[config.mk]
export PLATFORM = sky130hd
export DESIGN_NAME = alu_instr_sequencer
export DESIGN_NICKNAME = d
export VERILOG_FILES = /design/src/rtl/alu_instr_sequencer.sv
export SDC_FILE = /design/constraint.sdc
export NUM_CORES = 1
export LEC_CHECK = 0
export CORE_AREA = 2 2 92 94
export DETAILED_ROUTE_END_ITERATION = 6
export DIE_AREA = 0 0 94 96
export PLACE_DENSITY = 0.75
export SLEW_MARGIN = 20
export SYNTH_ARGS = -nofsm -noshare
export SYNTH_HDL_FRONTEND = slang
export SYNTH_SLANG_ARGS = --single-unit
[constraint.sdc]
create_clock -name Clock -period 1.95 [get_ports Clock]
set_clock_uncertainty 0.1 [all_clocks]
set_input_delay 0.585 -clock Clock [delete_from_list [all_inputs] [get_ports Clock]]
set_output_delay 0.585 -clock Clock [all_outputs]
set_load 0.05 [all_outputs]
[src/rtl/alu_instr_sequencer.sv]
// Control-step sequencer for a three-bus datapath: fetch plus execute of one register-register ALU instruction.
// Optional macro SEQ_SINGLE_STEP_EN adds step_req, which holds the last cycle of each step until it is asserted.
module alu_instr_sequencer #(
  parameter int STEP_CYCLES = 4,
  parameter int SEL_W       = 32,
  parameter int ALU_SEL_W   = 5,
  parameter int ALU_IDLE    = 7,
  parameter int IDX_HI      = 16,
  parameter int IDX_LO      = 17,
  parameter int IDX_ZHI     = 18,
  parameter int IDX_ZLO     = 19,
  parameter int IDX_PC      = 20,
  parameter int IDX_IR      = 21,
  parameter int IDX_MDR     = 22,
  parameter int IDX_MAR     = 23,
  parameter int IDX_Y       = 24
) (
  input  logic                 Clock,
  input  logic                 clr_n,
  input  logic                 start,
  input  logic [31:0]          ir_data,
`ifdef SEQ_SINGLE_STEP_EN
  input  logic                 step_req,
`endif
  output logic [SEL_W-1:0]     i,
  output logic [SEL_W-1:0]     reg_enable,
  output logic [ALU_SEL_W-1:0] ALU_Sel,
  output logic                 Read,
  output logic                 IncPC,
  output logic                 busy,
  output logic                 done,
  output logic                 illegal
);

  localparam int CNT_W = (STEP_CYCLES > 1) ? $clog2(STEP_CYCLES) : 1;
  localparam logic [CNT_W-1:0]     CNT_LAST   = CNT_W'(STEP_CYCLES - 1);
  localparam logic [ALU_SEL_W-1:0] ALU_IDLE_V = ALU_SEL_W'(ALU_IDLE);

  typedef enum logic [2:0] {
    S_IDLE, S_T0, S_T1, S_T2, S_T3, S_T4, S_T5, S_T6
  } state_t;

  state_t               r_state, w_state_nxt;
  logic [CNT_W-1:0]     r_cnt, w_cnt_nxt;
  logic                 r_held, w_held_nxt;

  logic [3:0]           r_ra, r_rb, r_rc, w_rb;
  logic [ALU_SEL_W-1:0] r_alu;
  logic                 r_muldiv, r_negnot;

  logic                 w_last, w_first_t3, w_step, w_accept, w_strobe;
  logic                 w_dec_legal, w_dec_muldiv, w_dec_negnot;
  logic [ALU_SEL_W-1:0] w_dec_alu;

  logic [SEL_W-1:0]     w_i, w_en;
  logic [ALU_SEL_W-1:0] w_alu;
  logic                 w_read, w_inc, w_done, w_ill;
  logic                 w_unused;

  function automatic logic [SEL_W-1:0] f_bit(input int idx);
    f_bit = {{(SEL_W-1){1'b0}}, 1'b1} << idx;
  endfunction

  assign w_unused   = ^ir_data[14:0];
  assign w_last     = (r_cnt == CNT_LAST);
  assign w_first_t3 = (r_state == S_T3) && (r_cnt == '0);
  assign w_accept   = (r_state == S_IDLE) && start && !busy;
  // Strobes fire once per step even if the last cycle is stretched.
  assign w_strobe   = w_last && !r_held;
  assign w_rb       = w_first_t3 ? ir_data[22:19] : r_rb;

`ifdef SEQ_SINGLE_STEP_EN
  assign w_step = step_req;
`else
  assign w_step = 1'b1;
`endif

  always_comb begin
    w_dec_legal  = 1'b1;
    w_dec_muldiv = 1'b0;
    w_dec_negnot = 1'b0;
    w_dec_alu    = ALU_IDLE_V;
    case (ir_data[31:27])
      5'h03: w_dec_alu = ALU_SEL_W'(0);
      5'h04: w_dec_alu = ALU_SEL_W'(1);
      5'h09: w_dec_alu = ALU_SEL_W'(3);
      5'h0A: w_dec_alu = ALU_SEL_W'(4);
      5'h0F: begin w_dec_alu = ALU_SEL_W'(8);  w_dec_muldiv = 1'b1; end
      5'h10: begin w_dec_alu = ALU_SEL_W'(9);  w_dec_muldiv = 1'b1; end
      5'h11: begin w_dec_alu = ALU_SEL_W'(10); w_dec_negnot = 1'b1; end
      5'h12: begin w_dec_alu = ALU_SEL_W'(11); w_dec_negnot = 1'b1; end
      default: w_dec_legal = 1'b0;
    endcase
  end

  always_comb begin
    w_state_nxt = r_state;
    w_cnt_nxt   = r_cnt;
    w_held_nxt  = 1'b0;
    if (r_state == S_IDLE) begin
      if (w_accept) begin
        w_state_nxt = S_T0;
        w_cnt_nxt   = '0;
      end
    end else if (w_first_t3 && !w_dec_legal) begin
      w_state_nxt = S_IDLE;
      w_cnt_nxt   = '0;
    end else if (!w_last) begin
      w_cnt_nxt = r_cnt + 1'b1;
    end else if (!w_step) begin
      w_held_nxt = 1'b1;
    end else begin
      w_cnt_nxt = '0;
      case (r_state)
        S_T0:    w_state_nxt = S_T1;
        S_T1:    w_state_nxt = S_T2;
        S_T2:    w_state_nxt = S_T3;
        S_T3:    w_state_nxt = S_T4;
        S_T4:    w_state_nxt = S_T5;
        S_T5:    w_state_nxt = r_muldiv ? S_T6 : S_IDLE;
        default: w_state_nxt = S_IDLE;
      endcase
    end
  end

  always_comb begin
    w_i    = '0;
    w_en   = '0;
    w_alu  = ALU_IDLE_V;
    w_read = 1'b0;
    w_inc  = 1'b0;
    w_done = 1'b0;
    w_ill  = 1'b0;
    case (r_state)
      S_T0: begin
        w_i = f_bit(IDX_PC);
        if (w_strobe) begin
          w_en  = f_bit(IDX_MAR);
          w_inc = 1'b1;
        end
      end
      S_T1: begin
        w_read = 1'b1;
        if (w_strobe) w_en = f_bit(IDX_MDR);
      end
      S_T2: begin
        w_i = f_bit(IDX_MDR);
        if (w_strobe) w_en = f_bit(IDX_IR);
      end
      S_T3: begin
        if (w_first_t3 && !w_dec_legal) begin
          w_ill = 1'b1;
        end else begin
          w_i = f_bit(int'(w_rb));
          if (w_strobe) w_en = f_bit(IDX_Y);
        end
      end
      S_T4: begin
        if (!r_negnot) w_i = f_bit(int'(r_rc));
        w_alu = r_alu;
        if (w_strobe) w_en = f_bit(IDX_ZLO) | (r_muldiv ? f_bit(IDX_ZHI) : '0);
      end
      S_T5: begin
        w_i = f_bit(IDX_ZLO);
        if (w_strobe) begin
          w_en   = r_muldiv ? f_bit(IDX_LO) : f_bit(int'(r_ra));
          w_done = !r_muldiv;
        end
      end
      S_T6: begin
        w_i = f_bit(IDX_ZHI);
        if (w_strobe) begin
          w_en   = f_bit(IDX_HI);
          w_done = 1'b1;
        end
      end
      default: ;
    endcase
  end

  // State register and registered outputs
  always_ff @(posedge Clock or negedge clr_n) begin
    if (!clr_n) begin
      r_state    <= S_IDLE;
      r_cnt      <= '0;
      r_held     <= 1'b0;
      i          <= '0;
      reg_enable <= '0;
      ALU_Sel    <= ALU_IDLE_V;
      Read       <= 1'b0;
      IncPC      <= 1'b0;
      busy       <= 1'b0;
      done       <= 1'b0;
      illegal    <= 1'b0;
    end else begin
      r_state    <= w_state_nxt;
      r_cnt      <= w_cnt_nxt;
      r_held     <= w_held_nxt;
      i          <= w_i;
      reg_enable <= w_en;
      ALU_Sel    <= w_alu;
      Read       <= w_read;
      IncPC      <= w_inc;
      busy       <= (r_state != S_IDLE) || w_accept;
      done       <= w_done;
      illegal    <= w_ill;
    end
  end

  // Instruction fields captured once, on the first cycle of T3
  always_ff @(posedge Clock) begin
    if (w_first_t3) begin
      r_ra     <= ir_data[26:23];
      r_rb     <= ir_data[22:19];
      r_rc     <= ir_data[18:15];
      r_alu    <= w_dec_alu;
      r_muldiv <= w_dec_muldiv;
      r_negnot <= w_dec_negnot;
    end
  end

endmodule

==> results by group, run 1 <==
Synth
  • Synth cell types: 51
  • Commonest cells post-synth: 55 x dfrtp_1, 38 x nor2_1, 25 x buf_4
  • Post-synthesis compound-gate area fraction: roughly 11%
  • Async S/R FF share, synth: 76.3%
  • Mux cell area share after synthesis: between 2 and 2.5%
  • #FFs+latches synth: 76
  • Simple-gate area share of the yosys netlist: between 15 and 20%
  • Post-Synth Adder-Cell Area: under 10%
  • Mapped Avg Cell Area: 11.6 µm²
  • Synth top area cells: dfrtp_1 43%, edfxtp_1 13%, buf_4 5.8%, nor2_1 4.4%, o22ai_1 2.9%
  • Largest family of logic cells by synthesized area: simple AND/OR/NAND/NOR gates
  • Ys flop type: dfrtp_1
  • Cells after Synth: about 280
  • YS warnings: 0
  • Most frequent cell after synthesis: dfrtp_1
  • Share of the synthesized area in the top cell type: between 40% and 50%
  • Post-synth EDFFs: 14
  • Post-synthesis cell area: between 3000 and 4000 µm²
  • Synth area leader: dfrtp_1
  • Synth Area in XOR/XNOR: roughly 1.0%
  • Register area share after synthesis: 60.8%

Critical path
  • Critical path data arrival time: 1.97 ns
  • Crit Path Max Fanout: 5
  • Crit path kind: primary input to flip-flop
  • Critical path endpoint category: flip-flop
  • Crit path required time: between 2 and 2.5 ns
  • Worst setup SP type: primary input

Floorplan
  • Die area: about 9000 µm²
  • # IOs: between 100 and 150
  • Core ar.: slightly above 8000 µm²
  • Die X: between 90 and 100 µm
  • Die Y: approximately 96 µm
  • Starting Density: about 40%
  • FP Rows: 33

Placed design
  • Placer Congestion: ~0.8
  • DPL Wire Length: 4680 µm
  • Pre-CTS setup slack: -0.575 ns
  • Port bufs: between 70 and 80
  • Placed cell area: approximately 4100 µm²

Global route
  • Vias in the first global route: 2223
  • Global-route wire length before repair: between 10000 and 15000 µm
  • Initial antenna violation count: 0
  • Pin count of the biggest net entering global routing: 42
  • GRT Total Usage: 14.6%
  • Remaining Overflow, GRT: 0

Timing
  • Finish-stage setup viols: 0
  • Setup slack after layout: ~0.095 ns
  • Final worst path period need: ~1.9 ns
  • Pins Over Slew Limit: 0
  • Final hold violation count: 0
  • Max Clk Rate: between 500 and 600 MHz
  • Final worst path period share: a little over nine tenths

Route
  • DRT Pass-1 Iters: 4
  • WL/cell: roughly 13 µm
  • Final antenna-violating net count: 0
  • Drt via density: between 4 and 5
  • Via Count: between 2000 and 2500
  • WL final: 6320 µm
  • DRC Markers: 0
  • DR iter-0 viols: 70

Job
  • Max_cap viols: 0

Clock network
  • CTS root buf: clkbuf_8
  • Post-CTS Hold Fix Bufs: 0
  • Max Root-Sink Buffers: 2
  • # H-tree levels: 3
  • Clock latency on the worst-skew pair: between 0.3 and 0.4 ns
  • Num Clock Sinks: between 70 and 80
  • Num CTS Buffers: 9
  • CTS tree: done
  • CTS clock-pin slew for the worst setup and hold paths: around 0.08 ns

Final layout
  • Final net count: about 420
  • Area growth, synth to finish: 36.4%
  • Fin area: 4390 µm²
  • Finished Core Util: between 50% and 60%
  • Layout cell share with drive strength beyond 1: 36.0%
  • Antenna Cells: 0

Pwr
  • Leakage Power: approximately 0.002 µW
  • Worst VDD drop: about 0.42 mV
  • PwrDens: between 1000 and 1500 nW/µm²
  • Final Total Pwr: 5120 µW

Min path
  • HP Class: primary input to async pin

Run status
  • Status: completed
[logic make-up after synthesis]
logic type	count (synthesis)
AOI/OAI and AO/OA	47
muxes	6
xor gates and xnor gates	3
and+or+nand+nor	97
other	1
buffers and inverters	44
DFF	76
adders and majority gates	3
[critical path: stages]
cell	delay, ns
dlygate4sd2_1	0.30
nor2b_2	0.20
a211oi_4	0.30
o31ai_4	0.07
buf_4	0.17
a21oi_2	0.22
o22ai_1	0.12
[per-layer routing]
layer | up-vias | global-route usage [%] | share of wire, %
met4 | 0 | 4.95 | 1.3
li1 | 1115 | - | -
met3 | 9 | 4.31 | 7.4
met1 | 1100 | 18.2 | 41
met5 | - | 0 | 0
met2 | 99 | 24.6 | 50
[cells in the final DEF, fill, tap and decap left out, types with 2 or more instances in the layout]
master           synthesis  layout
clkdlybuf4s50_1          0      14
nor3b_1                  4       3
a31oi_2                  0       4
nor2_2                   0       2
o22ai_1                 15      14
conb_1                   1      21
dfrtp_1                 55      54
a211oi_4                 0       2
ha_1                     3       3
o22ai_2                  1       2
dfxtp_1                  4       4
a21oi_4                  0       2
a21oi_1                  4       4
clkbuf_8                 0      10
nand2_1                 13      13
dfstp_2                  3       3
or2_2                    4       4
buf_4                   25      76
a31oi_1                  6       2
buf_12                   0       5
mux2i_1                  2       2
a31oi_4                  2       2
o21ai_0                  4       4
nand3_1                  2       2
dlygate4sd2_1            0       3
mux2_2                   4       4
edfxtp_1                14      14
nand3b_1                 5       5
nor2_1                  38      36
nor3_2                   1       3
nor3_1                  13      11
inv_1                   13      13
nand2b_1                 7       6
[layout make-up]
type	count	area (µm²)
multi-input combinational	177	1180
tap	105	131
sequential	76	1960
fill	671	3660
clock inverter	4	52.6
inverter	14	52.6
clock buffer	12	166
timing repair buffer	100	847
[sequential cells by signal, indices dropped and copies added (netlist names), 2 cells and up]
register	cells
r_alu	4
i	20
r_ra	4
r_cnt	2
r_rc	4
ALU_Sel	4
r_rb	4
r_state	3
reg_enable	24
[per-stage QoR]
step	setup TNS, ns	hold slack (ns)	std cells
after floorplan	0	0.189	297
after global placement	-11.56	0.324	470
after detailed placement	-12.21	0.322	470
after CTS	0	0.0617	488
after global routing	-0.0580	0.0715	488
final	0	0.0627	488
[path summary, 6_finish.rpt]
path | from | endpoint | slack (ns) | depth (start not counted)
max | ir_data[30] | i[8] | 0.1 | 7
max in group asynchronous | clr_n | i[9] | 1.15 | 2
max reg2reg | r_state[1] | r_rb[3] | 0.1 | 4
min | clr_n | i[22] | 0.06 | 1
min reg2reg | r_alu[0] | ALU_Sel[0] | 0.34 | 1
min in group Clock | r_alu[0] | ALU_Sel[0] | 0.34 | 1
[report_power, final]
group	switching (µW)	total, µW	internal [µW]
Clock	568	1280	709
Sequential	140	2010	1860
Combinational	1160	1840	677
[repair_timing]
action                                 in CTS  in global routing
setup endpoints to repair                  20                 28
buffers inserted                            2                  0
endpoints found under the hold margin       0                  0
resized for setup                          10                 16
pin swaps                                   2                  2
Power figures use the tool's default switching activity.
==> run 2: changes to the inputs <==
Settings changed: HOLD_SLACK_MARGIN from default to 0.15, MAX_ROUTING_LAYER from default to met4, SLEW_MARGIN 20 to default.
==> run 2 against run 1 <==
Routed wire length shrank 0.28%. Maximum frequency grew 0.54%. First-iteration DRC count is the same. Register-to-register slack is essentially flat. Worst setup slack gained 0.0099 ns. Final area grew 0.26%. Utilization grew 0.14 points. Via count shrank 0.39%. Non-clock buffer count grew 1.
==> results by group, run 2 (synthesis gave the netlist of run 1 again) <==
Run status
  • Status: completed

Critical path
  • Critical path endpoint category: flip-flop
  • Critical-path top delay cell: dfrtp_1
  • Worst setup SP type: flip-flop
  • Reg-to-reg slack, setup: 0.10 ns (about the same)
  • Worst setup path start: r_state[1]
  • Crit path required time: 2.09 ns (+0.02 ns)
  • Worst-case reg-to-reg path depth: 4 (unchanged)
  • Critical path data arrival time: 1.99 ns (+0.02 ns)
  • Crit path kind: flip-flop to flip-flop
  • Crit Path Max Fanout: 13 (+8)
  • CP max stage delay: 0.38 ns (+0.08 ns)
  • Worst r2r src: r_state[1]
  • Worst-path cell chain: nor3b_1, and2_4, buf_4, mux2_2
  • FF-to-FF End: r_rb[3]
  • Setup crit end: r_rb[3]

Final layout
  • Antenna Cells: 0 (unchanged)
  • Most common cell after layout, fill and taps aside: buf_4
  • # fillers: 669 (-0.30%)
  • Area growth, synth to finish: 36.8%
  • Commonest cells after routing, fill and taps aside: 76 x buf_4, 54 x dfrtp_1, 36 x nor2_1, 21 x conb_1
  • Largest register FFs: 24 (unchanged)
  • Layout cell share with drive strength beyond 1: 35.9% (-0.094 points)
  • Top reg by flops: reg_enable
  • Largest registers: reg_enable x24, i x20
  • Fin area: 4400 µm² (+0.26%)
  • Final net count: 417 (+0.24%)

Pwr
  • Worst VDD drop: 0.420 mV (about the same)
  • Flop pwr share: 39.2% (about the same)
  • Gate power share: 35.8% (about the same)
  • Clock power share: 25.0% (about the same)
  • NetSw: 1860 µW (-0.18%)
  • Switch share: 36.4% (-0.053 points)
  • PwrDens: 1160 nW/µm² (-0.29%)
  • Leakage Power: 0.00203 µW (+0.18%)
  • Final Total Pwr: 5120 µW (about the same)
  • Power Internal: 3250 µW (about the same)

Placed design
  • Port bufs: 72 (unchanged)
  • Placed cell area: 4060 µm² (unchanged)
  • Placer Congestion: 0.829 (+1.5%)
  • DPL Wire Length: 4680 µm (unchanged)

Min path
  • Worst hold path depth: 1
  • HP Class: flip-flop to flip-flop

Floorplan
  • Die Y: 96 µm (unchanged)
  • Starting Density: 40.0% (unchanged)
  • # IOs: 109 (unchanged)
  • Core ar.: 8050 µm² (unchanged)
  • Die X: 94 µm (unchanged)
  • FP Rows: 33 (unchanged)
  • Die area: 9020 µm² (unchanged)

Clock network
  • CTS tree: done
  • CTS clock-pin slew for the worst setup and hold paths: 0.08 ns (about the same)
  • # H-tree levels: 3 (unchanged)
  • Num CTS Buffers: 9 (unchanged)
  • Max Root-Sink Buffers: 2 (unchanged)
  • CTS root buf: clkbuf_8
  • Clock latency on the worst-skew pair: 0.35 ns (about the same)
  • Num Clock Sinks: 76 (unchanged)

Route
  • Final antenna-violating net count: 0 (unchanged)
  • WL final: 6310 µm (-0.28%)
  • Drt via density: 4.73 (-0.59%)
  • DRC Markers: 0 (unchanged)
  • WL/cell: 12.9 µm (-0.49%)
  • DRT Pass-1 Iters: 4 (unchanged)
  • DR iter-0 viols: 70 (unchanged)
  • Via Count: 2314 (-0.39%)

Timing
  • Max Clk Rate: 542 MHz (+0.54%)
  • Pins Over Slew Limit: 0 (unchanged)
  • Final worst path period share: 94.6% (-0.51 points)
  • Final hold violation count: 0 (unchanged)
  • Final worst path period need: 1.85 ns (-0.00991 ns)
  • Setup_tns: 0 ns (unchanged)
  • Finish-stage setup viols: 0 (unchanged)

Global route
  • Initial antenna violation count: 0 (unchanged)
  • Pin count of the biggest net entering global routing: 42 (unchanged)
  • GRT Total Usage: 15.1% (+0.44 points)
  • Vias in the first global route: 2216 (-0.31%)
  • Remaining Overflow, GRT: 0 (unchanged)
  • Global-route wire length before repair: 10100 µm (about the same)

Job
  • Max_cap viols: 0 (unchanged)
==> run 2: final cells by class <==
cell class,count,area [µm²],area share (%)
Tap cell,105,131,2.98
Clock inverter,4,52.6,1.19
Multi-Input combinational cell,177,1180,26.9
Sequential cell,76,1960,44.5
Timing Repair Buffer,101,858,19.5
Inverter,14,52.6,1.19
Clock buffer,12,166,3.78
==> run 2: power by group through the flow <==
| stage | Combinational, µW | Sequential [µW] | Clock [µW] |
|---|---|---|---|
| finish | 1830 | 2010 | 1280 |
| global route | 1990 | 2040 | 1380 |
| CTS | 1780 | 2000 | 1300 |
| detailed placement | 1750 | 2030 | 0 |
| global placement | 1730 | 2020 | 0 |
| floorplan | 822 | 2400 | 0 |
==> run 2: critical path, delay by kind of cell, from the launching register on <==
kind	cells	cell delay, ns
muxes	1	0.35
and+or+nand+nor	2	0.68
DFF	1	0.38
buffers and inverters	1	0.22
==> run 2: worst min path at each step <==
stage                 end  startpoint  slack (ns)
6_report       ALU_Sel[2]    r_alu[2]        0.34
5_1_grt        ALU_Sel[2]    r_alu[2]        0.36
4_1_cts        ALU_Sel[0]    r_alu[0]        0.34
3_5_place_dp   ALU_Sel[0]    r_alu[0]        0.32
3_3_place_gp   ALU_Sel[0]    r_alu[0]        0.32
2_1_floorplan  ALU_Sel[3]       clr_n        0.19
==> run 2: routing by layer <==
layer	routed length [µm]	track usage, %	vias to the layer above
met4	86	6.04	0
met1	2640	18.3	1093
li1	-	-	1120
met3	438	3.45	11
met5	0	-	-
met2	3140	24.6	90
==> run 2: stage by stage <==
stage | worst slack [ns] | utilization [%] | cells | hold slack (ns)
after floorplan | 0.0102 | - | 297 | 0.189
after global placement | -0.539 | 50.4 | 470 | 0.324
after detailed placement | -0.575 | 50.4 | 470 | 0.322
after CTS | 0.0560 | 53.8 | 489 | 0.340
after global routing | -0.0134 | 54.7 | 489 | 0.357
final | 0.105 | 54.7 | 489 | 0.339
==> run 2: what timing repair did <==
item | CTS | global route
hold buffers | 1 | 0
hold endpoints to repair | 14 | 0
endpoints found under the setup margin | 20 | 28
pin swaps | 2 | 3
resized for setup | 10 | 17
setup buffers | 2 | 0
==> run 3: changes to the inputs <==
Settings changed: REMOVE_ABC_BUFFERS from default to 1.
==> run 3 against run 2 <==
Routed wire length up 0.71%. Final cell count increased by 0.82%. Sequential share of layout area increased by 0.65 points. Final area fell by 1.5%. Clock-buffer cell count rose by 1. Critical path depth up 4. Global-route usage is essentially flat. Clock power down 16%. Hold slack worse by 0.0092 ns. Register-to-register slack about the same. Via count increased by 0.95%. Critical path type is now primary input to flip-flop. Largest power group unchanged.
==> results by group, run 3 (synthesis gave the netlist of run 1 again) <==
Placed design
  • Port bufs: 72 (unchanged)
  • Placed cell area: 4060 µm² (-0.12%)
  • Placer Congestion: 0.906 (+9.3%)
  • DPL Wire Length: 4780 µm (+2.3%)
  • Pre-CTS setup slack: -0.587 ns (-0.0125 ns)

Min path
  • HP Class: flip-flop to flip-flop
  • Worst hold path depth: 1 (unchanged)

Pwr
  • Worst VDD drop: 0.529 mV (+26%)
  • PwrDens: 1140 nW/µm² (-1.7%)
  • Leakage Power: 0.00204 µW (+0.25%)
  • Final Total Pwr: 4950 µW (-3.2%)

Route
  • Via Count: 2336 (+0.95%)
  • DRC Markers: 0 (unchanged)
  • WL final: 6350 µm (+0.71%)
  • Final antenna-violating net count: 0 (unchanged)
  • WL/cell: 12.9 µm (-0.10%)
  • DRT Pass-1 Iters: 5 (+1)
  • Drt via density: 4.74 (+0.13%)
  • DR iter-0 viols: 110 (+57%)

Final layout
  • Layout cell share with drive strength beyond 1: 33.8% (-2.2 points)
  • Final net count: 421 (+0.96%)
  • Most common cell after layout, fill and taps aside: buf_4
  • Antenna Cells: 0 (unchanged)
  • Largest registers: reg_enable x24, i x20
  • Fin area: 4340 µm² (-1.5%)
  • Largest register FFs: 24 (unchanged)
  • Area growth, synth to finish: 34.7%
  • Commonest cells after routing, fill and taps aside: 80 x buf_4, 55 x dfrtp_1, 37 x nor2_1, 21 x conb_1, 15 x o22ai_1
  • Top reg by flops: reg_enable

Critical path
  • Worst setup SP type: primary input
  • Crit path required time: 2.06 ns (-0.03 ns)
  • Critical path data arrival time: 2.01 ns (+0.02 ns)
  • Bufs and invs on worst path: 3 (+2)
  • CP delay by family, top: compound AO/OA/AOI/OAI gates
  • Crit path kind: primary input to flip-flop
  • Worst-case reg-to-reg path depth: 5 (+1)
  • CP max stage delay: 0.27 ns (-0.11 ns)
  • Crit Path Max Fanout: 6 (-7)
  • Critical path endpoint category: flip-flop
  • Critical-path top delay cell: dlygate4sd2_1
  • Most frequent cell on the critical path: buf_4
  • Cell depth of the worst setup path: 8 (+4)
  • Worst-path cell chain: dlygate4sd2_1, buf_4, xnor2_2, a211oi_4, o31ai_4, buf_4, a21oi_2, o22ai_1

Clock network
  • Clock latency on the worst-skew pair: 0.34 ns (about the same)
  • CTS clock-pin slew for the worst setup and hold paths: 0.07 ns (about the same)
  • Max Root-Sink Buffers: 2 (unchanged)
  • CTS root buf: clkbuf_8
  • CTS tree: done
  • Num CTS Buffers: 9 (unchanged)
  • # H-tree levels: 3 (unchanged)
  • Num Clock Sinks: 76 (unchanged)

Floorplan
  • Starting Density: 40.0% (unchanged)
  • # IOs: 109 (unchanged)
  • Die area: 9020 µm² (unchanged)
  • FP Rows: 33 (unchanged)
  • Die Y: 96 µm (unchanged)
  • Core ar.: 8050 µm² (unchanged)
  • Die X: 94 µm (unchanged)

Timing
  • Final worst path period share: 97.3% (+2.7 points)
  • Final worst path period need: 1.90 ns (+0.0522 ns)
  • Pins Over Slew Limit: 0 (unchanged)
  • Finish-stage setup viols: 0 (unchanged)
  • Final hold violation count: 0 (unchanged)
  • Max Clk Rate: 527 MHz (-2.8%)
  • Setup slack after layout: 0.0528 ns (-0.0522 ns)

Job
  • Max_cap viols: 0 (unchanged)

Global route
  • Global-route wire length before repair: 10100 µm (about the same)
  • Initial antenna violation count: 0 (unchanged)
  • Vias in the first global route: 2177 (-1.8%)
  • GRT Total Usage: 15.1% (+0.016 points)
  • Pin count of the biggest net entering global routing: 44 (+4.8%)
  • Remaining Overflow, GRT: 0 (unchanged)

Run status
  • Status: completed
run 3: changes by cell type in the layout (fill, tap and decap cells not counted), sizes merged:
cell	before	now
clkdlybuf4s15	1	0
dlymetal6s2s	0	2
clkdlybuf4s50	14	13
bufinv	1	0
clkbuf	13	14
clkinv	1	2
buf	82	86
clkinvlp	1	0
run 3: through the flow:
step                cells  setup TNS [ns]  utilization, %  hold WS (ns)
floorplan             267          -0.415               -         0.189
global placement      470          -11.14            50.4         0.323
detailed placement    470          -12.31            50.4         0.327
CTS                   491               0            53.2         0.340
global route          493        -0.00970            53.8         0.349
finish                493               0            53.8         0.330
run 3: final timing paths:
path                        startpoint              to  slack [ns]
setup / recovery           ir_data[29]           i[14]        0.05
hold / removal                r_alu[0]      ALU_Sel[0]        0.33
setup reg to reg              r_cnt[0]   reg_enable[4]        0.10
hold reg to reg               r_alu[0]      ALU_Sel[0]        0.33
max in group asynchronous        clr_n            i[5]        0.59
min in group asynchronous        clr_n  reg_enable[21]        0.61
run 3: area by class of cell:
class,instances,area [µm²]
clock buffers,13,159
well taps,105,131
clock inverters,3,18.8
fillers,733,3720
inverters,14,52.6
flip-flops and latches,76,1960
repair buffers,105,893
multi-input cells,177,1120
run 3: per-layer routing:
layer | track usage [%] | share of wire, % | up-vias
li1 | - | - | 1128
met1 | 17.4 | 42 | 1103
met2 | 25.8 | 51 | 95
met3 | 4.23 | 6.1 | 10
met4 | 4.71 | 1.0 | 0
met5 | - | 0 | -
run 3: worst register-to-register path, stage by stage (launching register included):
cell and delay [ns]:
dfrtp_1 0.41, ha_1 0.22, clkinv_1 0.09, or3_4 0.38
or4_4 0.46, nor2_1 0.12
run 3: timing repair:
action,in CTS,in global routing
resized for setup,5,12
endpoints found under the hold margin,12,0
pin swaps,5,2
hold buffers,1,0
endpoints found under the setup margin,21,30
buffers inserted,4,2
run 3: power breakdown:
group | leakage [µW] | internal, µW | switching, µW | total, µW
logic | 0.00101 | 714 | 1140 | 1860
registers | 0.000939 | 1860 | 167 | 2030
clock network | 0.0000920 | 534 | 534 | 1070
total | 0.00204 | 3110 | 1840 | 4950
